### src/rtl/usb_host_pkg.sv
// Shared USB host definitions: PID codes and the receive-side preamble FSM states.
package usb_host_pkg;

  localparam logic [3:0] PID_PRE   = 4'hC;
  localparam logic [3:0] PID_ACK   = 4'h2;
  localparam logic [3:0] PID_NAK   = 4'hA;
  localparam logic [3:0] PID_STALL = 4'hE;
  localparam logic [3:0] PID_DATA0 = 4'h3;
  localparam logic [3:0] PID_DATA1 = 4'hB;
  localparam logic [3:0] PID_SOF   = 4'h5;

  typedef enum logic [1:0] {
    IDLE     = 2'd0,
    PRE_WAIT = 2'd1,
    FWD      = 2'd2
  } rxcp_state_t;

  // A PRE token is only absorbed when it arrived without any receiver error.
  function automatic logic is_clean_pre(input logic [3:0] pid, input logic err);
    return (pid == PID_PRE) && !err;
  endfunction

endpackage

### src/rtl/preamble_gap_timer.sv
// Down-counter that supervises the gap between an accepted PRE and the next packet.
module preamble_gap_timer #(
  parameter int CNT_W = 8
) (
  input  logic             clk,
  input  logic             rst,
  input  logic             load,
  input  logic             dec,
  input  logic [CNT_W-1:0] load_value,
  output logic             zero
);

  logic [CNT_W-1:0] count;

  // Load wins over decrement; the count saturates at zero instead of wrapping.
  always_ff @(posedge clk) begin
    if (rst)
      count <= '0;
    else if (load)
      count <= load_value;
    else if (dec && (count != '0))
      count <= count - 1'b1;
  end

  assign zero = (count == '0);

endmodule

### src/rtl/receive_packet_check_preamble.sv
// Absorbs PRE tokens, drives low-speed select and forwards tagged packets to the consumer.
module receive_packet_check_preamble
  import usb_host_pkg::*;
#(
  parameter int PRE_TIMEOUT = 64,
  parameter int CNT_W       = 8
) (
  input  logic       clk,
  input  logic       rst,
  input  logic       preAmbleEnable,
  input  logic       rxPktValid,
  input  logic [3:0] rxPktPID,
  input  logic       rxPktErr,
  output logic       rxPktRdy,
  output logic       rxPktCPValid,
  input  logic       rxPktCPReady,
  output logic [3:0] rxPktCPPID,
  output logic       rxPktCPErr,
  output logic       rxPktCPPreamble,
  output logic       lowSpeedSel,
  output logic       preTimeout,
  output logic       rxOverrun
);

  localparam logic [CNT_W-1:0] RELOAD = CNT_W'(PRE_TIMEOUT - 1);

  rxcp_state_t state, state_next;
  logic [3:0]  pid_next;
  logic        err_next, pre_next, ls_next, timeout_next, overrun_next;
  logic        timer_load, timer_dec, timer_zero, clean_pre;

  preamble_gap_timer #(.CNT_W(CNT_W)) u_timer (
    .clk        (clk),
    .rst        (rst),
    .load       (timer_load),
    .dec        (timer_dec),
    .load_value (RELOAD),
    .zero       (timer_zero)
  );

  assign clean_pre = preAmbleEnable && is_clean_pre(rxPktPID, rxPktErr);

  always_comb begin
    state_next   = state;
    pid_next     = rxPktCPPID;
    err_next     = rxPktCPErr;
    pre_next     = rxPktCPPreamble;
    ls_next      = lowSpeedSel;
    timeout_next = 1'b0;
    overrun_next = 1'b0;
    timer_load   = 1'b0;
    timer_dec    = 1'b0;
    case (state)
      IDLE: begin
        if (rxPktValid) begin
          if (clean_pre) begin
            state_next = PRE_WAIT;
            ls_next    = 1'b1;
            timer_load = 1'b1;
          end else begin
            state_next = FWD;
            pid_next   = rxPktPID;
            err_next   = rxPktErr;
            pre_next   = 1'b0;
          end
        end
      end
      PRE_WAIT: begin
        timer_dec = 1'b1;
        // A strobe always beats both the timeout and the enable dropping.
        if (rxPktValid) begin
          if (clean_pre) begin
            timer_load = 1'b1;
          end else begin
            state_next = FWD;
            pid_next   = rxPktPID;
            err_next   = rxPktErr;
            pre_next   = 1'b1;
          end
        end else if (!preAmbleEnable) begin
          state_next = IDLE;
          ls_next    = 1'b0;
        end else if (timer_zero) begin
          state_next   = IDLE;
          ls_next      = 1'b0;
          timeout_next = 1'b1;
        end
      end
      FWD: begin
        overrun_next = rxPktValid;
        if (rxPktCPReady) begin
          state_next = IDLE;
          ls_next    = 1'b0;
        end
      end
      default: begin
        state_next = IDLE;
        ls_next    = 1'b0;
      end
    endcase
  end

  always_ff @(posedge clk) begin
    if (rst) begin
      state           <= IDLE;
      rxPktRdy        <= 1'b1;
      rxPktCPValid    <= 1'b0;
      rxPktCPPID      <= 4'h0;
      rxPktCPErr      <= 1'b0;
      rxPktCPPreamble <= 1'b0;
      lowSpeedSel     <= 1'b0;
      preTimeout      <= 1'b0;
      rxOverrun       <= 1'b0;
    end else begin
      state           <= state_next;
      rxPktRdy        <= (state_next != FWD);
      rxPktCPValid    <= (state_next == FWD);
      rxPktCPPID      <= pid_next;
      rxPktCPErr      <= err_next;
      rxPktCPPreamble <= pre_next;
      lowSpeedSel     <= ls_next;
      preTimeout      <= timeout_next;
      rxOverrun       <= overrun_next;
    end
  end

endmodule

### config.mk
export PLATFORM = sky130hd
export DESIGN_NAME = receive_packet_check_preamble
export DESIGN_NICKNAME = d
export VERILOG_FILES = /design/src/rtl/usb_host_pkg.sv /design/src/rtl/preamble_gap_timer.sv /design/src/rtl/receive_packet_check_preamble.sv
export SDC_FILE = /design/constraint.sdc
export NUM_CORES = 1
export LEC_CHECK = 0
export ABC_AREA = 1
export CORE_MARGIN = 10
export CORE_UTILIZATION = 53
export DETAILED_ROUTE_END_ITERATION = 7
export PLACE_DENSITY_LB_ADDON = 0.15
export SLEW_MARGIN = 0
export SYNTH_ARGS = -nofsm -noshare
export SYNTH_HDL_FRONTEND = slang
export SYNTH_SLANG_ARGS = --single-unit
### constraint.sdc
create_clock -name clk -period 2.3 [get_ports clk]
set_input_delay 0.23 -clock clk [delete_from_list [all_inputs] [get_ports clk]]
set_output_delay 0.23 -clock clk [all_outputs]
set_load 0.01 [all_outputs]
# Word level (Yosys, flattened, before mapping)
# Cells that the tools add are included.
dict set report totals {
  inputBits 10
  ff_bits 21
  output_inout_bits 11
  wordCells 72
}
dict set report classes {
  n_reduce_logical 16
  n_bitwise 4
  addsub 1
  eq_ne 13
  muxes 27
}
# cell n
set ops {}
lappend ops {{inequality test 2 bit, second input constant} 8}
lappend ops {{2-to-1 mux 1 bit} 15}
lappend ops {{2-to-1 mux 2 bit} 7}
lappend ops {{2-to-1 mux 6 bit} 2}
lappend ops {{AND reduction 5 bit} 2}
lappend ops {{logical NOT 8 bit} 1}
lappend ops {{nonzero test 8 bit} 1}
lappend ops {{subtractor 8 x 1 -> 8 bit, second input constant} 1}
lappend ops {{one-hot mux 2 bit (3 select lines)} 1}
lappend ops {{OR reduction 2 bit} 3}
lappend ops {{== test 2 bit, second input constant} 2}
lappend ops {{== test 4 bit, second input constant} 1}
lappend ops {{NOT 1 bit} 4}
lappend ops {{nonzero test 2 bit} 2}
lappend ops {{OR reduction 4 bit} 1}
lappend ops {{logical AND 1 bit} 3}
lappend ops {{inequality test 3 bit, second input constant} 1}
lappend ops {{one-hot mux 1 bit (3 select lines)} 1}
lappend ops {{AND reduction 3 bit} 1}
lappend ops {{== test 2 x 1 -> 1 bit, second input constant} 1}
lappend ops {{logical NOT 2 bit} 1}
lappend ops {{one-hot mux 1 bit (2 select lines)} 1}
lappend ops {{logical NOT 1 bit} 1}

# Longest topological paths before layout
# Gate-level depths: netlist of the first run.
dict set report depth {
  word_depth 7
  depth_mapped 10
  ltp_nobuf 10
}

# Cells and area by module
# A second synthesis of the first run with hierarchy kept.
dict set report hier_totals {
  hier_cells 188
  hier_area_um2 1207.4
}
# mod cells_each area_per_inst_um2 instances seq_area_each_um2
set modules_own_cells {}
lappend modules_own_cells {receive_packet_check_preamble 84 606.8 1 260.2}
lappend modules_own_cells {preamble_gap_timer 104 600.6 1 160.2}

# Worst setup path before layout of the first run
# Ideal clock, no wire load.
dict set report synth_timing {
  kind {reg2reg}
  startpoint {reg u_timer.count[0]}
  endpoint {reg u_timer.count[2]}
  synth_period_minus_slack_ns 1.310
  required_time_ns 2.168
  setup_slack_ns 0.990
  stages_incl_launch_ff 10
  n_path_buf 0
  arrival_ns 1.178
  setup_ns 0.132
  cell_sequence {dfxtp_1 -> inv_1 -> ha_1 -> inv_2 -> nor2_4 -> nand2_4 -> nand2_4 -> nand2_1 -> nand2_1 -> a21oi_1}
}
dict set report synth_between {
  elab_chain_cells 3
}
# element line
set synth_rtl {}
lappend synth_rtl {{from (decl)} preamble_gap_timer.sv:13} ;# logic [CNT_W-1:0] count;
lappend synth_rtl {{from (signal assigned)} preamble_gap_timer.sv:20} ;# count <= load_value;
lappend synth_rtl {{from (signal assigned)} preamble_gap_timer.sv:22} ;# count <= count - 1'b1;
lappend synth_rtl {{subtractor 8 x 1 -> 8 bit / nonzero test 8 bit (equally long branches)} {preamble_gap_timer.sv:22, preamble_gap_timer.sv:21}}
lappend synth_rtl {{2-to-1 mux 6 bit / logical AND 1 bit (equally long branches)} preamble_gap_timer.sv:21} ;# else if (dec && (count != '0))
lappend synth_rtl {{2-to-1 mux 6 bit / nonzero test 2 bit (equally long branches)} n/a}
# Parallel ways exist; a longest one is shown, timed or not. The select of a mux whose other input is x is not followed.
# A chain may end at the register's enable or synchronous reset.

# Worst setup path in the final report of the first run
# Same ends and word-level chain as after synthesis.

==> results of run 1 <==
## sequential cells by signal, indices dropped and copies added, names as in the netlist
name,flops
rxPktCPPID,4
rxPktCPPreamble,1
lowSpeedSel,1
preTimeout,1
rxPktCPValid,1
rxPktRdy,1
rxPktCPErr,1
rxOverrun,1
u_timer.count,8
state,2
## where the power goes
part | internal [mW] | total (mW) | switching, mW
combinational | 0.0439 | 0.0897 | 0.0458
sequential | 0.375 | 0.381 | 0.00651
clock | 0.0663 | 0.180 | 0.114
total | 0.485 | 0.651 | 0.166
## logic make-up (layout without fill, tap and decap cells)
group | after synthesis | count (layout) | share of synthesized area, %
fa+ha+maj | 1 | 1 | 1.176
buf+inv | 28 | 50 | 10.00
xor+xnor | 1 | 1 | 0.8237
simple gates | 90 | 90 | 39.88
flops | 21 | 21 | 39.53
compound gates | 17 | 17 | 8.588
## metal layers
layer,vias up,track usage (%),wire [um]
li1,542,-,-
met1,462,12.48,966
met2,16,20.57,1187
met3,4,3.780,95
met4,0,6.150,36
met5,-,0,0
## cells in the mapped netlist
cell type,count
nand2_1,49
dfxtp_1,21
inv_1,21
nand3_1,17
a21oi_1,14
nor2_1,10
inv_2,5
nor2_4,3
nand2_2,2
nand2_4,2
nand4_1,2
nor4_1,2
a21oi_2,1
buf_2,1
clkbuf_1,1
ha_1,1
nand3_2,1
nand3b_1,1
nor2_2,1
o21ai_0,1
o21bai_1,1
xnor2_1,1
## worst min-delay path: cells and delay by family (launching register included)
kind | cells | cell delay, ns
AND/OR/NAND/NOR | 1 | 0.06
flip-flops | 1 | 0.33
AO/OA/AOI/OAI | 1 | 0.05
## layout by cell type, fill, tap and decap left out
| master | n |
|---|---|
| clkbuf_4 | 3 |
| o21ai_0 | 1 |
| nand2_1 | 49 |
| a21oi_2 | 1 |
| nand3b_1 | 1 |
| nand4_1 | 2 |
| a21oi_1 | 14 |
| nor2_4 | 3 |
| ha_1 | 1 |
| nand3_2 | 1 |
| clkinvlp_4 | 1 |
| clkdlybuf4s50_1 | 20 |
| nor2_2 | 1 |
| o21bai_1 | 1 |
| dfxtp_1 | 21 |
| xnor2_1 | 1 |
| inv_2 | 5 |
| inv_1 | 21 |
| nor4_1 | 2 |
| nor2_1 | 10 |
| nand3_1 | 17 |
| nand2_4 | 2 |
| nand2_2 | 2 |
## per-stage QoR
| step | utilization, % | instances | area [um^2] | total power, mW | worst slack [ns] |
|---|---|---|---|---|---|
| after floorplan | - | 158 | 1064 | 0.4344 | 0.9896 |
| after global placement | 66.37 | 203 | 1289 | 0.4774 | 0.6067 |
| after detailed placement | 66.37 | 203 | 1289 | 0.4801 | 0.5379 |
| after CTS | 67.91 | 207 | 1319 | 0.6597 | 0.7366 |
| after global routing | 67.91 | 207 | 1319 | 0.6824 | 0.6013 |
| final | 67.91 | 207 | 1319 | 0.6511 | 0.7506 |
## layout make-up
cell class	count	area (um^2)
inverter	26	97.59
timing repair buffer	20	200.2
multi-input combinational	109	536.8
fill	182	623.1
tap	27	33.78
clock buffer	3	22.52
sequential	21	420.4
clock inverter	1	7.507
## worst max path at each step
stage	slack, ns	depth (start not counted)	endpoint
2_1_floorplan	0.99	9	u_timer.count[2]
3_3_place_gp	0.61	7	u_timer.count[4]
3_5_place_dp	0.54	7	u_timer.count[2]
4_1_cts	0.74	9	u_timer.count[2]
5_1_grt	0.60	9	u_timer.count[2]
6_report	0.75	9	u_timer.count[2]
==> impl_results.md, run 1 <==
- Max VDD drop: 0.0004529 V
- Final Setup Violations: 0
- Chip height: 64.80 um
- Nets: 192
- Area added between synthesis and finish: 24.00%
- CP Buf/Inv Count: 2
- Initial antenna violation count: 0
- Power density over the cells: 493.8 nW/um^2
- Via-per-instance ratio: 4.947
- FF-to-FF Start: u_timer.count[0]
- Final setup skew: 0.001159 ns
- Top cell type by total area after synthesis: dfxtp_1
- Slew HR: 66.77%
- Root Buffer: clkbuf_4
- Synth warn: 0
- Origin of the worst min-delay path: rxPktCPPID[0]
- Hold Vio Cnt, Final: 0
- Hold buffers post-CTS: 0
- Largest net degree at the start of global routing: 16
- I/O Pins: 21
- Status: completed
- RR Endpoint: u_timer.count[2]
- Fraction of layout cells with a size suffix above 1: 10.56%
- Setup TNS: 0 ns
- Yosys cell types: 22
- Initial detailed-routing violation count: 40
- Drt wl/cell: 11.04 um
- Hold WC Path Type: reg2reg
- Antenna-violating nets left: 0
- Final wirelength: 2286 um
- Hold Slack: 0.4699 ns
- Port buffer count: 20
- Final Critical Period: 1.549 ns
- Leak: 0.6395 nW
- GR Util All Layers: 11.83%
- Core ar.: 1942 um^2
- Synth area leaders: dfxtp_1 40%, nand2_1 17%, nand3_1 8.0%, inv_1 7.4%, a21oi_1 6.6%
- Register area share after synthesis: 39.53%
- Setup repair bufs after CTS: 0
- Final GP Congestion: 0.8990
- Synth top area share: 39.53%
- Delay-heaviest family, CP: simple AND/OR/NAND/NOR gates
- Vias in the first global route: 988
- Worst Setup End Kind: flop
- TritonCTS Buffers: 3
- Syn nets: 169
- Synth Cell Area: 1064 um^2
- First-pass GRT wire length: 4077 um
- CP startpoint: u_timer.count[0]
- Worst Tran Pin Value: 0.4969 ns
- CTS H-tree depth: 1
- Die W: 64.80 um
- Crit path max fanout: 10
- FMAX: 645.4 MHz
- R2r worst-path depth: 9
- CTS tree: done
- Fin. max-slew vios: 0
- MaxCap Viol Count: 0
- Post-route DRC: 0
- Avg Inst Size Synth: 6.731 um^2
- N_diodes: 0
- Crit share post-route: 67.37%
- Worst hold path cell count: 2
- Synth Register Bits: 21
- Critical path startpoint category: flop
- Maximum clock path buffer count: 2
- Clk_lat worst skew: 0.30 ns
- Clock slew at reported path FFs: 0.12 ns
- Cts repair resizes: 0
- Syn Inst Count: 158
- Worst path arrival time: 1.73 ns
- RSZ-0062 raised after global routing: false
- CP max stage cell: dfxtp_1
- Post-DP HPWL: 1931 um
- Critical-path cell list: inv_1 > ha_1 > inv_2 > nor2_4 > nand2_4 > nand2_4 > nand2_1 > nand2_1 > a21oi_1
- Total number of vias: 1024
- Gr ovfl total: 0
- Critical path class: reg2reg
- Critical Path RT: 2.48 ns
- Drt pass-1 iters: 4
- Starting density of the core: 54.77%
- Flop2flop setup slack: 0.75 ns
- Worst stage delay on the critical path: 0.33 ns
- Die area: 4198 um^2
- WHS Endpoint: rxPktCPPID[0]
- Clock sinks: 21
- Core Rows: 16
Note: power is estimated with default switching activity, not from simulation.
==> run 2, diff against run 1 <==
--- a/config.mk
+++ b/config.mk
@@ -7,7 +7,7 @@
 export LEC_CHECK = 0
 export ABC_AREA = 1
 export CORE_MARGIN = 10
-export CORE_UTILIZATION = 53
+export CORE_UTILIZATION = 45
 export DETAILED_ROUTE_END_ITERATION = 7
 export PLACE_DENSITY_LB_ADDON = 0.15
 export SLEW_MARGIN = 0
==> constraint.sdc (replaced) <==
create_clock -name clk -period 1.35 [get_ports clk]
set_input_delay 0.135 -clock clk [delete_from_list [all_inputs] [get_ports clk]]
set_output_delay 0.135 -clock clk [all_outputs]
set_load 0.01 [all_outputs]
==> impl_results.md, run 2 (synthesis results as in run 1) <==
- Status: completed
- WHS Endpoint: rxPktCPPID[2]
- Flop2flop setup slack: 0.12 ns
- Chip height: 68.62 um
- Biggest register: u_timer.count
- Final Setup Violations: 0
- MaxCap Viol Count: 0
- FILL cells: 215
- Max VDD drop: 0.0008375 V
- Max FFs per register: 8
- I/O Pins: 21
- Slew HR: 83.88%
- Antenna-violating nets left: 0
- Drt pass-1 iters: 4
- CP max stage cell: clkdlybuf4s50_1
- CTS tree: done
- Leak: 0.7909 nW
- Fraction of layout cells with a size suffix above 1: 18.42%
- Area added between synthesis and finish: 36.47%
- Placement Cell Area: 1343 um^2
- Area taken by multi-input logic gates: 580.6 um^2
- Via-per-instance ratio: 4.908
- FF-to-FF Start: u_timer.count[1]
- First-pass GRT wire length: 4160 um
- Commonest non-fill, non-tap cell in the layout: nand2_1
- Initial antenna violation count: 0
- Total power: 1.098 mW
- RR Endpoint: u_timer.count[1]
- Largest net degree at the start of global routing: 12
- Origin of the worst min-delay path: rxPktPID[2]
- Critical-path cell list: clkdlybuf4s50_1
- Clock slew at reported path FFs: 0.10 ns
- R2r worst-path depth: 10
- Worst Setup End Kind: output pin
- Critical path class: reg2out
- Hold buffers post-CTS: 0
- Vias in the first global route: 1002
- Delay-heaviest family, CP: buffers and inverters
- Clk_lat worst skew: 0.30 ns
- Final Critical Period: 1.281 ns
- Hold Slack: 0.4126 ns
- Total number of vias: 1070
- Hold WC Path Type: in2reg
- Root Buffer: clkbuf_4
- Commonest non-fill, non-tap cells in the layout: 49 x nand2_1, 19 x inv_1, 19 x dfxtp_1, 16 x nand3_1, 14 x a21oi_1
- Crit path max fanout: 1
- Nets: 202
- Post-DP HPWL: 1882 um
- N_diodes: 0
- Hold Vio Cnt, Final: 0
- FMAX: 780.6 MHz
- Worst stage delay on the critical path: 0.53 ns
- Final setup skew: 0.002959 ns
- Gr ovfl total: 0
- CTS H-tree depth: 1
- Worst path arrival time: 1.15 ns
- Critical path startpoint category: flop
- CP Buf/Inv Count: 1
- Design Area, Final: 1451 um^2
- Crit share post-route: 94.90%
- Worst hold path cell count: 3
- Starting density of the core: 47.62%
- Fin. max-slew vios: 0
- TritonCTS Buffers: 3
- Setup TNS: 0 ns
- Drt wl/cell: 11.10 um
- Top Registers: u_timer.count: 8 flops, rxPktCPPID: 4 flops, state: 2 flops
- RSZ-0062 raised after global routing: false
- Initial detailed-routing violation count: 69
- Core Rows: 17
- GR Util All Layers: 11.42%
- Worst Tran Pin Value: 0.2396 ns
- Power density over the cells: 756.4 nW/um^2
- Final wirelength: 2420 um
- Post-route DRC: 0
- Final GP Congestion: 0.8985
- Sequential cell area: 422.9 um^2
- Clock sinks: 21
- Port buffer count: 20
- Maximum clock path buffer count: 2
- Die W: 68.62 um
- Die area: 4708 um^2
- Core ar.: 2233 um^2
- Critical Path RT: 1.22 ns
run 2: final cells by class:
cell class | count | share of cell area (%)
multi-input combinational | 110 | 40.00
tap | 28 | 2.414
timing repair buffer | 29 | 19.91
sequential | 21 | 29.14
clock buffer | 4 | 1.810
inverter | 26 | 6.724
run 2: report_power, final:
| part | leakage, nW | switching, mW | internal [mW] |
|---|---|---|---|
| sequential | 0.172 | 0.0107 | 0.638 |
| clock | 0.0150 | 0.173 | 0.115 |
| combinational | 0.604 | 0.0826 | 0.0782 |
run 2: metal layers:
layer  GRT usage (%)  up-vias  part of all wire (%)
li1                -      564                     -
met1           11.85      481                    42
met2           19.01       20                    51
met3           4.026        5                   5.0
met4           7.789        0                   2.0
met5               0        -                     0
run 2: worst max-delay path by stage:
stage,endpoint,start,slack (ns),depth (start not counted)
after global routing,rxOverrun,rxOverrun,0.004,1
final,rxPktCPValid,rxPktCPValid,0.07,1
after global placement,u_timer.count[4],rxPktPID[3],-0.07,8
after floorplan,u_timer.count[2],u_timer.count[0],0.04,9
after detailed placement,u_timer.count[2],preAmbleEnable,-0.11,8
after CTS,rxPktCPPID[1],rxPktCPPID[1],0.002,1
run 2: metrics by stage:
stage / setup WS (ns) / instances / util (%)
final: 0.06886 / 218 / 64.99
after global routing: 0.004124 / 218 / 64.99
after CTS: 0.001503 / 215 / 61.12
after detailed placement: -0.1070 / 211 / 60.11
after global placement: -0.06622 / 211 / 60.11
after floorplan: 0.03958 / 158 / -
run 2: worst reg2reg max path: stages (launching register included):
cell,delay [ns]
dfxtp_2,0.36
inv_2,0.05
ha_4,0.15
inv_2,0.06
nor2_4,0.04
nand2_4,0.12
nand2_8,0.07
nand2_1,0.05
nand2_1,0.04
o21bai_1,0.13
inv_1,0.05
run 2: what timing repair did:
action	CTS	global route
cloned	0	1
endpoints found under the hold margin	0	0
pin swaps	0	6
setup endpoints to repair	3	14
resized for setup	3	14
setup buffers	0	2
==> run 3, diff against run 2 <==
--- a/config.mk
+++ b/config.mk
@@ -7,7 +7,7 @@
 export LEC_CHECK = 0
 export ABC_AREA = 1
 export CORE_MARGIN = 10
-export CORE_UTILIZATION = 45
+export CORE_UTILIZATION = 23
 export DETAILED_ROUTE_END_ITERATION = 7
 export PLACE_DENSITY_LB_ADDON = 0.15
 export SLEW_MARGIN = 0
==> impl_results.md, run 3 (synthesis results as in run 1) <==
- Status: completed
- RSZ-0062 raised after global routing: true
- Core ar.: 4414 um^2
- Worst stage delay on the critical path: 0.55 ns
- GR Util All Layers: 7.030%
- Final Critical Period: 1.283 ns
- Fraction of layout cells with a size suffix above 1: 17.89%
- FMAX: 779.3 MHz
- Biggest register: u_timer.count
- Crit share post-route: 95.05%
- Area added between synthesis and finish: 37.29%
- Delay-heaviest family, CP: buffers and inverters
- Port buffer count: 20
- Largest net degree at the start of global routing: 14
- CTS tree: done
- Gr ovfl total: 0
- Final setup skew: 0.01013 ns
- Vias in the first global route: 1032
- Final GP Congestion: 0.8195
- Via-per-instance ratio: 4.310
- Hold Slack: 0.4551 ns
- Critical path startpoint category: flop
- Top Registers: u_timer.count: 8 flops, rxPktCPPID: 4 flops, state: 2 flops
- Commonest non-fill, non-tap cell in the layout: nand2_1
- Drt wl/cell: 10.78 um
- First-pass GRT wire length: 4429 um
- Critical path class: reg2out
- Worst Setup End Kind: output pin
- Slew HR: 82.74%
- Sequential fraction of design power: 52.0%
- Power density over the cells: 855.2 nW/um^2
- Post-route DRC: 0
- Die W: 88 um
- N_diodes: 0
- Total number of vias: 1043
- Fin. max-slew vios: 0
- CP Buf/Inv Count: 1
- Worst path arrival time: 1.15 ns
- Max VDD drop: 0.0003171 V
- Maximum clock path buffer count: 2
- Max FFs per register: 8
- Core Rows: 24
- Fin util: 33.08%
- Drt pass-1 iters: 4
- Hold WC Path Type: in2reg
- CP max stage cell: clkdlybuf4s50_1
- Commonest non-fill, non-tap cells in the layout: 49 x nand2_1, 21 x inv_1, 20 x clkdlybuf4s50_1, 17 x nand3_1, 17 x dfxtp_1
- NetSw: 0.3141 mW
- Critical Path RT: 1.22 ns
- Clock sinks: 21
- Power Internal: 0.9347 mW
- Starting density of the core: 24.09%
- Post-DP HPWL: 2140 um
- Critical-path cell list: clkdlybuf4s50_1
- Final Non-Filler Cells: 242
- I/O Pins: 21
- Antenna-violating nets left: 0
- Total power: 1.249 mW
- Die area: 7744 um^2
- Initial detailed-routing violation count: 51
- Root Buffer: clkbuf_8
- Nets: 202
- Initial antenna violation count: 0
- TritonCTS Buffers: 3
- Clock slew at reported path FFs: 0.08 ns
- FILL cells: 470
- CTS H-tree depth: 1
- Worst Tran Pin Value: 0.2566 ns
- Setup repair bufs after CTS: 0
- Clk_lat worst skew: 0.27 ns
- Switching part of the total: 25.15%
- Crit path max fanout: 2
- Clock power frac: 34.2%
- Final Setup Violations: 0
- MaxCap Viol Count: 0
- Flop2flop setup slack: 0.08 ns
- Leak: 0.6788 nW
- Chip height: 88 um
- Combinational power share: 13.8%
- Final wirelength: 2608 um
- Hold buffers post-CTS: 0
- Placed instance count: 238
- Hold Vio Cnt, Final: 0
==> run 3: worst min-delay path: stages <==
cell and delay, ns:
clkdlybuf4s50_1 0.41, nand2_1 0.07, a21oi_1 0.05
==> run 3: final timing paths <==
path / startpoint / endpoint / depth (start not counted)
setup reg to reg: u_timer.count[0] / u_timer.count[1] / 10
hold / removal: rxPktPID[1] / rxPktCPPID[1] / 3
hold reg to reg: rxPktCPPID[1] / rxPktCPPID[1] / 2
setup / recovery: rxPktCPPID[2] / rxPktCPPID[2] / 1
==> run 3: layer usage <==
metal / global-route usage [%] / vias up / part of all wire [%]
met3: 3.435 / 2 / 7.4
li1: - / 561 / -
met5: 0 / - / 0
met4: 3.043 / 0 / 0.50
met2: 11.04 / 14 / 48
met1: 7.896 / 466 / 44
==> run 3: power by group through the flow <==
stage | logic, mW | clock network [mW] | registers, mW
detailed placement | 0.173 | 0 | 0.664
finish | 0.172 | 0.428 | 0.649
floorplan | 0.0700 | 0 | 0.670
CTS | 0.174 | 0.455 | 0.649
global placement | 0.172 | 0 | 0.664
global route | 0.192 | 0.473 | 0.652
==> run 3: metrics by stage <==
| stage | worst slack, ns | setup TNS [ns] | area [um^2] |
|---|---|---|---|
| final | 0.06678 | 0 | 1460 |
| after global routing | -0.01445 | -0.01445 | 1460 |
| after CTS | 0.005818 | 0 | 1444 |
| after detailed placement | -0.1296 | -0.7210 | 1395 |
| after global placement | -0.07239 | -0.5247 | 1395 |
| after floorplan | 0.03958 | 0 | 1064 |
==> run 3: cell type report <==
type	instances	area (um^2)	area share [%]
Multi-Input combinational cell	109	548.0	37.53
Sequential cell	21	425.4	29.13
Timing Repair Buffer	30	275.3	18.85
Inverter	26	97.59	6.684
Tap cell	52	65.06	4.456
Clock buffer	3	41.29	2.828
Clock inverter	1	7.507	0.5141
==> run 3: what timing repair did <==
action | 4_1_cts | 5_1_grt
setup endpoints to repair | 0 | 8
resized for setup | 0 | 6
hold endpoints to repair | 0 | 0
